File: src/rtl/inv_shift_rows_serial.sv
// Byte-serial AES (Inv)ShiftRows: two 16-byte ping-pong buffers.
// Bytes are written in state order and read back in permuted order.
//
// buffer state | meaning
// EMPTY        | full[b]=0, write side fills it via wcnt
// FULL         | full[b]=1, read side drains it via rcnt
module inv_shift_rows_serial #(
  parameter bit INVERSE = 1'b1
) (
  input  logic       clk,
  input  logic       rst,
  input  logic [7:0] din,
  input  logic       din_valid,
  output logic       din_ready,
  output logic [7:0] dout,
  output logic       dout_valid,
  input  logic       dout_ready,
  output logic       dout_last
);

  logic [7:0] mem [2][16];
  logic [1:0] full;
  logic [1:0] full_nxt;
  logic       wsel;
  logic       rsel;
  logic [3:0] wcnt;
  logic [3:0] rcnt;
  logic       wr_fire;
  logic       rd_fire;
  logic [1:0] scol;
  logic [3:0] sidx;

  assign din_ready  = ~full[wsel];
  assign dout_valid = full[rsel];
  assign dout_last  = dout_valid & (rcnt == 4'd15);
  assign wr_fire    = din_valid & din_ready;
  assign rd_fire    = dout_valid & dout_ready;

  // Output byte (c, r) comes from column c-r (inverse) or c+r (forward) of row r.
  // The 2-bit column arithmetic wraps mod 4 on its own.
  assign scol = INVERSE ? (rcnt[3:2] - rcnt[1:0]) : (rcnt[3:2] + rcnt[1:0]);
  assign sidx = {scol, rcnt[1:0]};
  assign dout = dout_valid ? mem[rsel][sidx] : 8'h00;

  // Both sides can finish a block on the same edge; they never touch the
  // same buffer then, so both flag updates apply.
  always_comb begin
    full_nxt = full;
    if (wr_fire && (wcnt == 4'd15)) full_nxt[wsel] = 1'b1;
    if (rd_fire && (rcnt == 4'd15)) full_nxt[rsel] = 1'b0;
  end

  always_ff @(posedge clk) begin
    if (rst) begin
      full <= 2'b00;
      wsel <= 1'b0;
      rsel <= 1'b0;
      wcnt <= 4'd0;
      rcnt <= 4'd0;
    end else begin
      full <= full_nxt;
      if (wr_fire) begin
        wcnt <= wcnt + 4'd1;
        if (wcnt == 4'd15) wsel <= ~wsel;
      end
      if (rd_fire) begin
        rcnt <= rcnt + 4'd1;
        if (rcnt == 4'd15) rsel <= ~rsel;
      end
    end
  end

  // Storage is not reset; stale contents stay hidden behind full=00.
  always_ff @(posedge clk) begin
    if (wr_fire) mem[wsel][wcnt] <= din;
  end

endmodule

File: config.mk
export PLATFORM = sky130hd
export DESIGN_NAME = inv_shift_rows_serial
export DESIGN_NICKNAME = d
export VERILOG_FILES = /design/src/rtl/inv_shift_rows_serial.sv
export SDC_FILE = /design/constraint.sdc
export NUM_CORES = 1
export LEC_CHECK = 0
export CAP_MARGIN = 40
export CORE_UTILIZATION = 30
export DETAILED_ROUTE_END_ITERATION = 6
export PLACE_DENSITY_LB_ADDON = 0.08
export SYNTH_ARGS = -nofsm -noshare
export SYNTH_HDL_FRONTEND = slang
export SYNTH_SLANG_ARGS = --single-unit
File: constraint.sdc
create_clock -name clk -period 2.8 [get_ports clk]
set_input_delay 0.56 -clock clk [delete_from_list [all_inputs] [get_ports clk]]
set_output_delay 0.56 -clock clk [all_outputs]
set_load 0.05 [all_outputs]
Word level (Yosys, flattened, before mapping)
Memories as Yosys holds them, arrays and structs flattened. A register that Yosys moved wholly into a read port is not among the register bits.
Index checks and enable logic that the tools add are counted.
{"block": "word_totals", "regBits": 12, "latch_bits": 0, "mem_bits_rw": 256, "rom_bits": 0, "in_bits": 12, "output_inout_bits": 11, "elab_cells": 56, "n_memories": 1}
{"block": "classes", "add_sub_neg": 3, "multipliers": 0, "div_mod_pow": 0, "n_lt_le_gt_ge": 7, "n_eq_ne": 2, "shifts": 0, "mux": 20, "n_bitwise": 11, "n_reduce_logical": 7}
{"name": "mem", "words": 2, "width": 128, "read_ports": 1, "rd_clocked_by_memory_dff": 1, "wr": 1, "line": "21", "source": "logic [7:0] mem [2][16];"}
{"cell": "128-bit 2-to-1 mux", "n": 1}
{"cell": "8-bit binary-select mux with 4-bit select", "n": 1}
{"cell": "8-bit demux with 4-bit select", "n": 1}
{"cell": "8-bit 2-to-1 mux", "n": 4}
{"cell": "5-bit greater-or-equal comparator (second input constant)", "n": 2}
{"cell": "4-bit inverter with 5-bit output", "n": 2}
{"cell": "1-bit 2-to-1 mux", "n": 9}
{"cell": "4-bit by 1-bit adder with 4-bit output (second input constant)", "n": 2}
{"cell": "4-bit == test (second input constant)", "n": 2}
{"cell": "1-bit logical AND", "n": 5}
{"cell": "5-bit by 1-bit < comparator with 1-bit output (second input constant)", "n": 1}
{"cell": "1-bit by 2-bit < comparator with 1-bit output (second input constant)", "n": 2}
{"cell": "2-bit 2-to-1 mux", "n": 2}
{"cell": "2-bit AND reduction", "n": 2}
{"cell": "1-bit AND", "n": 3}
{"cell": "1-bit inverter", "n": 3}
{"cell": "2-bit AND", "n": 1}
{"cell": "1-bit demux with 1-bit select", "n": 2}
{"cell": "1-bit greater-or-equal comparator (second input constant)", "n": 2}
{"cell": "2-bit inverter", "n": 1}
{"cell": "2-bit OR", "n": 1}
{"cell": "2-bit subtractor", "n": 1}

Logic depth before layout (Yosys ltp)
Gate-level depths: netlist of the first run.
{"block": "depth", "word_depth": 8, "depth_mapped": 7, "mapped_depth_nobuf": 6}

Least setup slack after synthesis of the first run
No wires, ideal clock.
{"block": "synth_timing", "kind": "register -> register", "startpoint": "reg wsel", "endpoint": "mem mem[0][112] (netlist name), enable pin", "setup_ns": 0.370, "arrival_ns": 2.165, "required_time_ns": 2.430, "slack_ns": 0.264, "stages_incl_launch_ff": 7, "path_buffers": 2, "synth_period_minus_slack_ns": 2.536, "path_cell_list": "dfxtp_1 -> buf_2 -> mux2i_2 -> and2_0 -> clkbuf_1 -> nand2_1 -> nor2_1"}
{"block": "synth_between", "elab_chain_len": 6}
{"item": "from (decl)", "line": "24", "source": "logic wsel;"}
{"item": "from (signal assigned)", "line": "64", "source": "if (wcnt == 4'd15) wsel <= ~wsel;"}
{"item": "1-bit 2-to-1 mux (implied by the code) (2 in series)", "line": "33", "source": "assign din_ready = ~full[wsel];"}
{"item": "1-bit inverter", "line": "33"}
{"item": "net din_ready", "line": "14", "source": "output logic din_ready,"}
{"item": "1-bit AND", "line": "36", "source": "assign wr_fire = din_valid & din_ready;"}
{"item": "1-bit 2-to-1 mux", "line": "75", "source": "if (wr_fire) mem[wsel][wcnt] <= din;"}
{"item": "128-bit 2-to-1 mux (implied by the code)", "line": "75"}
{"item": "to (decl)", "line": "21"}
The timed path passes the listed nets, and every way through them passes these cells. The select of a mux whose other input is x is not followed.

==> reports/metrics.yaml, run 1 <==
status: "finished with violations"
violations: "setup timing"
fill_cells: 3189
nNetsFinal: 678
grt_pass1_wl_mm: 39.5
yosysSeqAreaShare_pct: 74.7
detail_route.first_pass.iterations: 4
synth.most_common_cell: "edfxtp_1"
critical_path_arrival_ns: 2.61
period_minus_slack_ns: 3.17
setup_viol: 8
grt_antenna_before_repair: 0
dieArea_um2: 36200
power_density_nw_per_um2: 636
finalWirelength_mm: 27.3
postLayoutSetupSlackWorst_ns: -0.373
drc_errors: 0
syn_to_final_growth_pct: 24.5
cts_max_level: 1
p_comb_share_pct: 2.3
chipWidth_um: 190
endpoint_kind: "output pin"
worstPathRequired_ns: 2.24
max_stage_delay_ns: 0.52
ys.warnings.count: 0
r2r_end: "mem[1][115]"
viasPerCell: 4.85
via_count: 5503
grt_overflow_total: 0
pwr-share-clk_pct: 45.1
hold_violations: 0
hold_end: "full[0]"
grt_pass1_vias: 5702
dp_hpwl_mm: 17.2
root_buffer: "clkbuf_16"
fp.dieH_um: 190
rsz0062_at_grt: "yes"
synth_nets: 580
drv_cap: 0
ys_seq_elements: 269
drtIter0Drc: 375
synth_ff_type: "edfxtp_1"
path_max_fanout: 8
avgSynthCellArea_um2: 18.9
clk_pin_slew_worst_paths_ns: 0.06
crit_top_cell: "buf_12"
async_reset_ff_share_pct: 0
core-area_um2: 34700
ioPinCount: 23
hold_class: "register to register"
regToRegSetupSlack_ns: 0.39
clkSinkCount: 269
pwr-share-seq_pct: 52.6
synth_top_area_share_pct: 72.2
tritoncts: "done"
crit_type: "register to output pin"
yosysTopAreaCell: "edfxtp_1"
multi_input_area_um2: 2710
ant_nets: 0
peakVddDrop_v: 0.000518
synth_area_leaders: "edfxtp_1 (72%), mux4_2 (10%), dfxtp_1 (2.4%)"
swShare_pct: 19.8
start_util_pct: 30.7
drive_gt1_share_pct: 34.0
hold_ws_ns: 0.506
cts_hold_buf: 0
worst_r2r_path_depth: 5
cts_buffer_depth: 3
whs_path_depth: 2
maxSlewHeadroom_pct: 51.9
p_int_w: 0.00676
cts_made_buffers: 30
grt_max_degree: 34
cpLargestDelayFamily: "multiplexers"
ys_top_cells_by_count: "edfxtp_1 (256), nor2_1 (53), mux4_2 (48), mux2i_1 (18), clkbuf_1 (16)"
slew_viol_final: 0
antennaDiodeCount: 0
max_freq_ghz: 0.315
place_ws_ns: -0.0364
min-delay-start: "full[0]"
switchingPower_w: 0.00167
syn_inst: 562
rows: 68
period_share_pct: 113
post_drt_wl_per_cell_um: 24.1
grt_util_all_layers_pct: 15.3
ys_types: 40
critPathSlowestCell: "mux4_2"
tightestPinTransition_ns: 0.721
clkLatencyLatePin_ns: 0.54
synthesis.area_um2: 10600
cp-start-kind: "register"
r2r_start: "wsel"
globalplace.congestion: 0.763
crit_path_cell_trace: "buf_12, buf_6, mux4_2, a22oi_2, nand2_1, a22o_1, buf_12"
skew_ns: 0.00649
path_buf_inv: 3
portBuffers: 22
synth_edf_count: 256
ff_latch_area_um2: 7950
p_leak_nw: 4.21
==> power by group through the flow <==
stage | Combinational (W) | Sequential, W | Clock, W
final | 0.000192 | 0.00444 | 0.00380
after global routing | 0.000209 | 0.00444 | 0.00404
after CTS | 0.000200 | 0.00444 | 0.00391
after detailed placement | 0.000193 | 0.00452 | 0
after global placement | 0.000190 | 0.00452 | 0
after floorplan | 0.0000561 | 0.00452 | 0
==> metrics by stage <==
step	area, um^2	cells	util (%)	power, W	TNS [ns]
3_5_place_dp	11900	1068	34.1	0.00471	-0.0536
2_1_floorplan	10600	562	-	0.00458	0
3_3_place_gp	11900	1068	34.1	0.00471	-0.0444
6_report	13200	1135	38.2	0.00843	-2.75
4_1_cts	13200	1132	38.0	0.00854	-3.37
5_1_grt	13200	1135	38.2	0.00869	-3.42
==> cells by family after synthesis <==
| logic type | synth area share (%) |
|---|---|
| AOI/OAI and AO/OA | 4.25 |
| xor gates and xnor gates | 0.811 |
| adders and majority gates | 0.705 |
| buffers and inverters | 1.86 |
| DFF | 74.7 |
| muxes | 13.6 |
| and+or+nand+nor | 4.15 |
==> what timing repair did <==
| action | 4_1_cts | 5_1_grt |
|---|---|---|
| gates cloned | 4 | 1 |
| setup buffers | 9 | 6 |
| pin swaps | 9 | 13 |
| gates resized for setup | 36 | 19 |
| endpoints found under the setup margin | 9 | 8 |
==> worst min-delay path: stages, from the launching register on <==
cell and delay, ns:
dfxtp_1 0.33, inv_1 0.07, a211oi_2 0.05
==> layer usage <==
layer | global-route usage (%) | wire [um]
met5 | 0 | 0
met4 | 3.32 | 461
met3 | 1.93 | 1190
met2 | 25.1 | 13300
met1 | 21.6 | 12400
==> cell type report <==
cell class / count / area share (%)
flip-flops and latches: 269 / 60.0
multi-input cells: 256 / 20.5
repair buffers: 96 / 7.82
clock buffers: 36 / 6.00
well taps: 455 / 4.30
clock inverters: 16 / 1.17
inverters: 7 / 0.227
==> registers in the layout, summed over array words and instances (netlist names), named ones only <==
register,cells
full,2
wsel,1
rsel,1
rcnt,4
mem,256
wcnt,4
==> how the worst max path moves through the flow <==
stage | end | slack, ns | cells after the start | start
3_3_place_gp | dout[4] | -0.04 | 7 | rcnt[2]
3_5_place_dp | dout[4] | -0.04 | 7 | rcnt[2]
4_1_cts | dout[3] | -0.44 | 6 | register
5_1_grt | dout[2] | -0.45 | 7 | register
6_report | dout[3] | -0.37 | 7 | register
2_1_floorplan | mem[0][112] | 0.26 | 6 | wsel
==> cell usage in the layout, fill, tap and decap left out, types with 3 or more instances in the layout <==
| cell | count |
|---|---|
| edfxtp_1 | 256 |
| buf_4 | 57 |
| nor2_1 | 53 |
| mux4_2 | 48 |
| clkbuf_16 | 32 |
| mux2i_1 | 18 |
| buf_12 | 16 |
| mux2_2 | 15 |
| a22oi_2 | 13 |
| nand2_1 | 12 |
| clkdlybuf4s50_1 | 12 |
| dfxtp_1 | 11 |
| a221o_1 | 9 |
| o21ai_0 | 8 |
| o22ai_2 | 8 |
| a22o_1 | 7 |
| buf_6 | 7 |
| inv_1 | 6 |
| nand3_1 | 6 |
| clkinv_2 | 6 |
| xor2_1 | 5 |
| ha_1 | 5 |
| clkinv_1 | 5 |
| clkbuf_1 | 5 |
| o22ai_4 | 4 |
| a21oi_1 | 4 |
| and2_1 | 3 |
| nand3b_1 | 3 |
| nand2_2 | 3 |
| o22ai_1 | 3 |
| xnor2_1 | 3 |
| bufinv_16 | 3 |
No activity file was read; power rests on OpenSTA's default activity.
==> inputs of run 2 (changes only) <==
- HOLD_SLACK_MARGIN: not set -> 0.15
==> results of run 2 <==
The final DEF is identical to that of run 1; final timing and power are the same.
==> inputs of run 3 (changes only) <==
- clock period: 2.8 -> 3.9 ns (I/O delays scaled with it)
==> run 3 against run 2 <==
Effect of this change:
- final cell count decreased by 2.4%
- power decreased by 29%
- clock power decreased by 31%
- utilization decreased by 1.8 points
- critical path type unchanged
- sequential power decreased by 28%
- largest cell class unchanged
- non-clock buffer count decreased by 31
- critical endpoint is now dout[4]
- the flow now finishes without violations
- highest routed layer unchanged
- sequential cell count unchanged
==> reports/metrics.yaml, run 3 (synthesis results as in run 1) <==
status: "finished clean"  # was finished with violations
period_minus_slack_ns: 3.80
start_util_pct: 30.7  # unchanged
regMostFlops: "mem"  # unchanged
final_area_um2: 12600  # was 13200 um^2
top_regs: "mem x256, rcnt x4, wcnt x4"  # unchanged
drive_gt1_share_pct: 24.5  # was 34.0%
rsz0062_at_grt: "no"  # was yes
slew_viol_final: 0  # unchanged
max_freq_ghz: 0.263
path_max_fanout: 46  # was 8
drc_errors: 0  # unchanged
drv_cap: 0  # unchanged
hold_class: "register to register"  # unchanged
portBuffers: 22  # unchanged
core-area_um2: 34700  # unchanged
globalplace.congestion: 0.779  # was 0.763
grt_antenna_before_repair: 0  # unchanged
dpl_cell_area_um2: 11700  # was 11900 um^2
viasPerCell: 4.87  # was 4.85
dp_hpwl_mm: 17.1  # was 17.2 mm
drtIter0Drc: 457  # was 375
rows: 68  # unchanged
skew_ns: 0.0307  # was 0.00649 ns
largest_reg_flops: 256  # unchanged
grt_overflow_total: 0  # unchanged
wl_met3_mm: 1.14  # was 1.19 mm
cp-start-kind: "register"  # unchanged
root_buffer: "clkbuf_16"  # unchanged
p_leak_nw: 3.93  # was 4.21 nW
wl_met1_mm: 12.8  # was 12.4 mm
cts_made_buffers: 30  # unchanged
tritoncts: "done"  # unchanged
via_count: 5397  # was 5503
final_common_cell: "edfxtp_1"  # unchanged
grt_pass1_vias: 5488  # was 5702
met2_length_mm: 12.3  # was 13.3 mm
routed.top_layer: "met4"  # unchanged
syn_to_final_growth_pct: 18.5  # was 24.5%
endpoint_kind: "output pin"  # unchanged
grt_pass1_wl_mm: 39.0  # was 39.5 mm
grt_util_all_layers_pct: 15.1  # was 15.3%
tns_ns: 0  # was -2.75 ns
detail_route.first_pass.iterations: 5  # was 4
layout.cells.most_common_list: "edfxtp_1 (256), nor2_1 (53), mux4_2 (48)"  # was edfxtp_1 (256), buf_4 (57), nor2_1 (53)
clkSinkCount: 269  # unchanged
nNetsFinal: 647  # was 678
clkLatencyLatePin_ns: 0.57  # was 0.54 ns
chipWidth_um: 190  # unchanged
power_density_nw_per_um2: 471  # was 636 nW/um^2
hold_ws_ns: 0.493  # was 0.506 ns
cts_max_level: 1  # unchanged
dieArea_um2: 36200  # unchanged
hold_violations: 0  # unchanged
postCtsSetupRepairBufs: 0  # was 9
setup_viol: 0  # was 8
post_drt_wl_per_cell_um: 24.0  # was 24.1 um
fp.dieH_um: 190  # unchanged
ant_nets: 0  # unchanged
cts_resized: 0  # was 36
worstPathRequired_ns: 3.12  # was 2.24 ns
ioPinCount: 23  # unchanged
crit_type: "register to output pin"  # unchanged
fill_cells: 3320  # was 3189
grt_max_degree: 47  # was 34
maxSlewHeadroom_pct: 45.1  # was 51.9%
tightestPinTransition_ns: 0.821  # was 0.721 ns
cts_hold_buf: 0  # unchanged
peakVddDrop_v: 0.000319  # was 0.000518 V
critical_path_arrival_ns: 3.02  # was 2.61 ns
finalWirelength_mm: 26.6  # was 27.3 mm
period_share_pct: 97.5
clk_pin_slew_worst_paths_ns: 0.05  # was 0.06 ns
cts_buffer_depth: 3  # unchanged
==> run 3: cell count changes in the layout (fill, tap and decap cells not counted), sizes merged <==
cell / change
buf: -31
bufinv: -1
clkbuf: -1
clkdlybuf4s50: +2
clkinv: +4
clkinvlp: -1
diode: +1
dlygate4sd2: -1
inv: +1
==> run 3: routing by layer <==
metal / global-route usage [%] / vias up
met5: 0 / -
met4: 3.57 / 0
met3: 2.36 / 38
met2: 23.5 / 109
met1: 22.1 / 2844
li1: - / 2406
==> run 3: layout make-up <==
cell class | count | area [um^2] | share of cell area [%]
inverters | 7 | 26.3 | 0.208
flip-flops and latches | 269 | 7950 | 63.0
multi-input cells | 256 | 2500 | 19.8
repair buffers | 65 | 648 | 5.14
well taps | 455 | 569 | 4.51
clock buffers | 36 | 773 | 6.13
clock inverters | 19 | 144 | 1.14
diodes | 1 | 2.50 | 0.0198
==> run 3: path summary, 6_finish.rpt <==
kind	start	slack, ns	to	cells past startpoint
worst max-delay path	register	0.1	dout[4]	6
worst min-delay path	full[0]	0.49	full[0]	2
worst max register to register	wsel	1.09	mem[0][47]	4
worst min register to register	full[0]	0.49	full[0]	2
==> run 3: critical path, cell delays in order (launching register included) <==
cell and delay [ns]:
dfxtp_4 0.46, buf_12 0.34, mux4_2 0.58, a22oi_1 0.42, nand2_1 0.12, a22o_1 0.31, buf_12 0.17
==> run 3: metrics by stage <==
stage | std cells | utilization, % | setup WS, ns | total power [W]
2_1_floorplan | 562 | - | 1.15 | 0.00329
3_3_place_gp | 1048 | 33.6 | 0.663 | 0.00338
3_5_place_dp | 1050 | 33.7 | 0.647 | 0.00338
4_1_cts | 1105 | 36.3 | 0.0445 | 0.00602
5_1_grt | 1107 | 36.3 | 0.0293 | 0.00614
6_report | 1108 | 36.3 | 0.0962 | 0.00594
==> run 3: power breakdown <==
group	leakage, nW	switching, W	internal, W	total, W
sequential	2.41	0.00000642	0.00318	0.00319
combinational	1.07	0.0000954	0.0000390	0.000134
clock	0.443	0.00109	0.00153	0.00262
total	3.93	0.00120	0.00475	0.00594
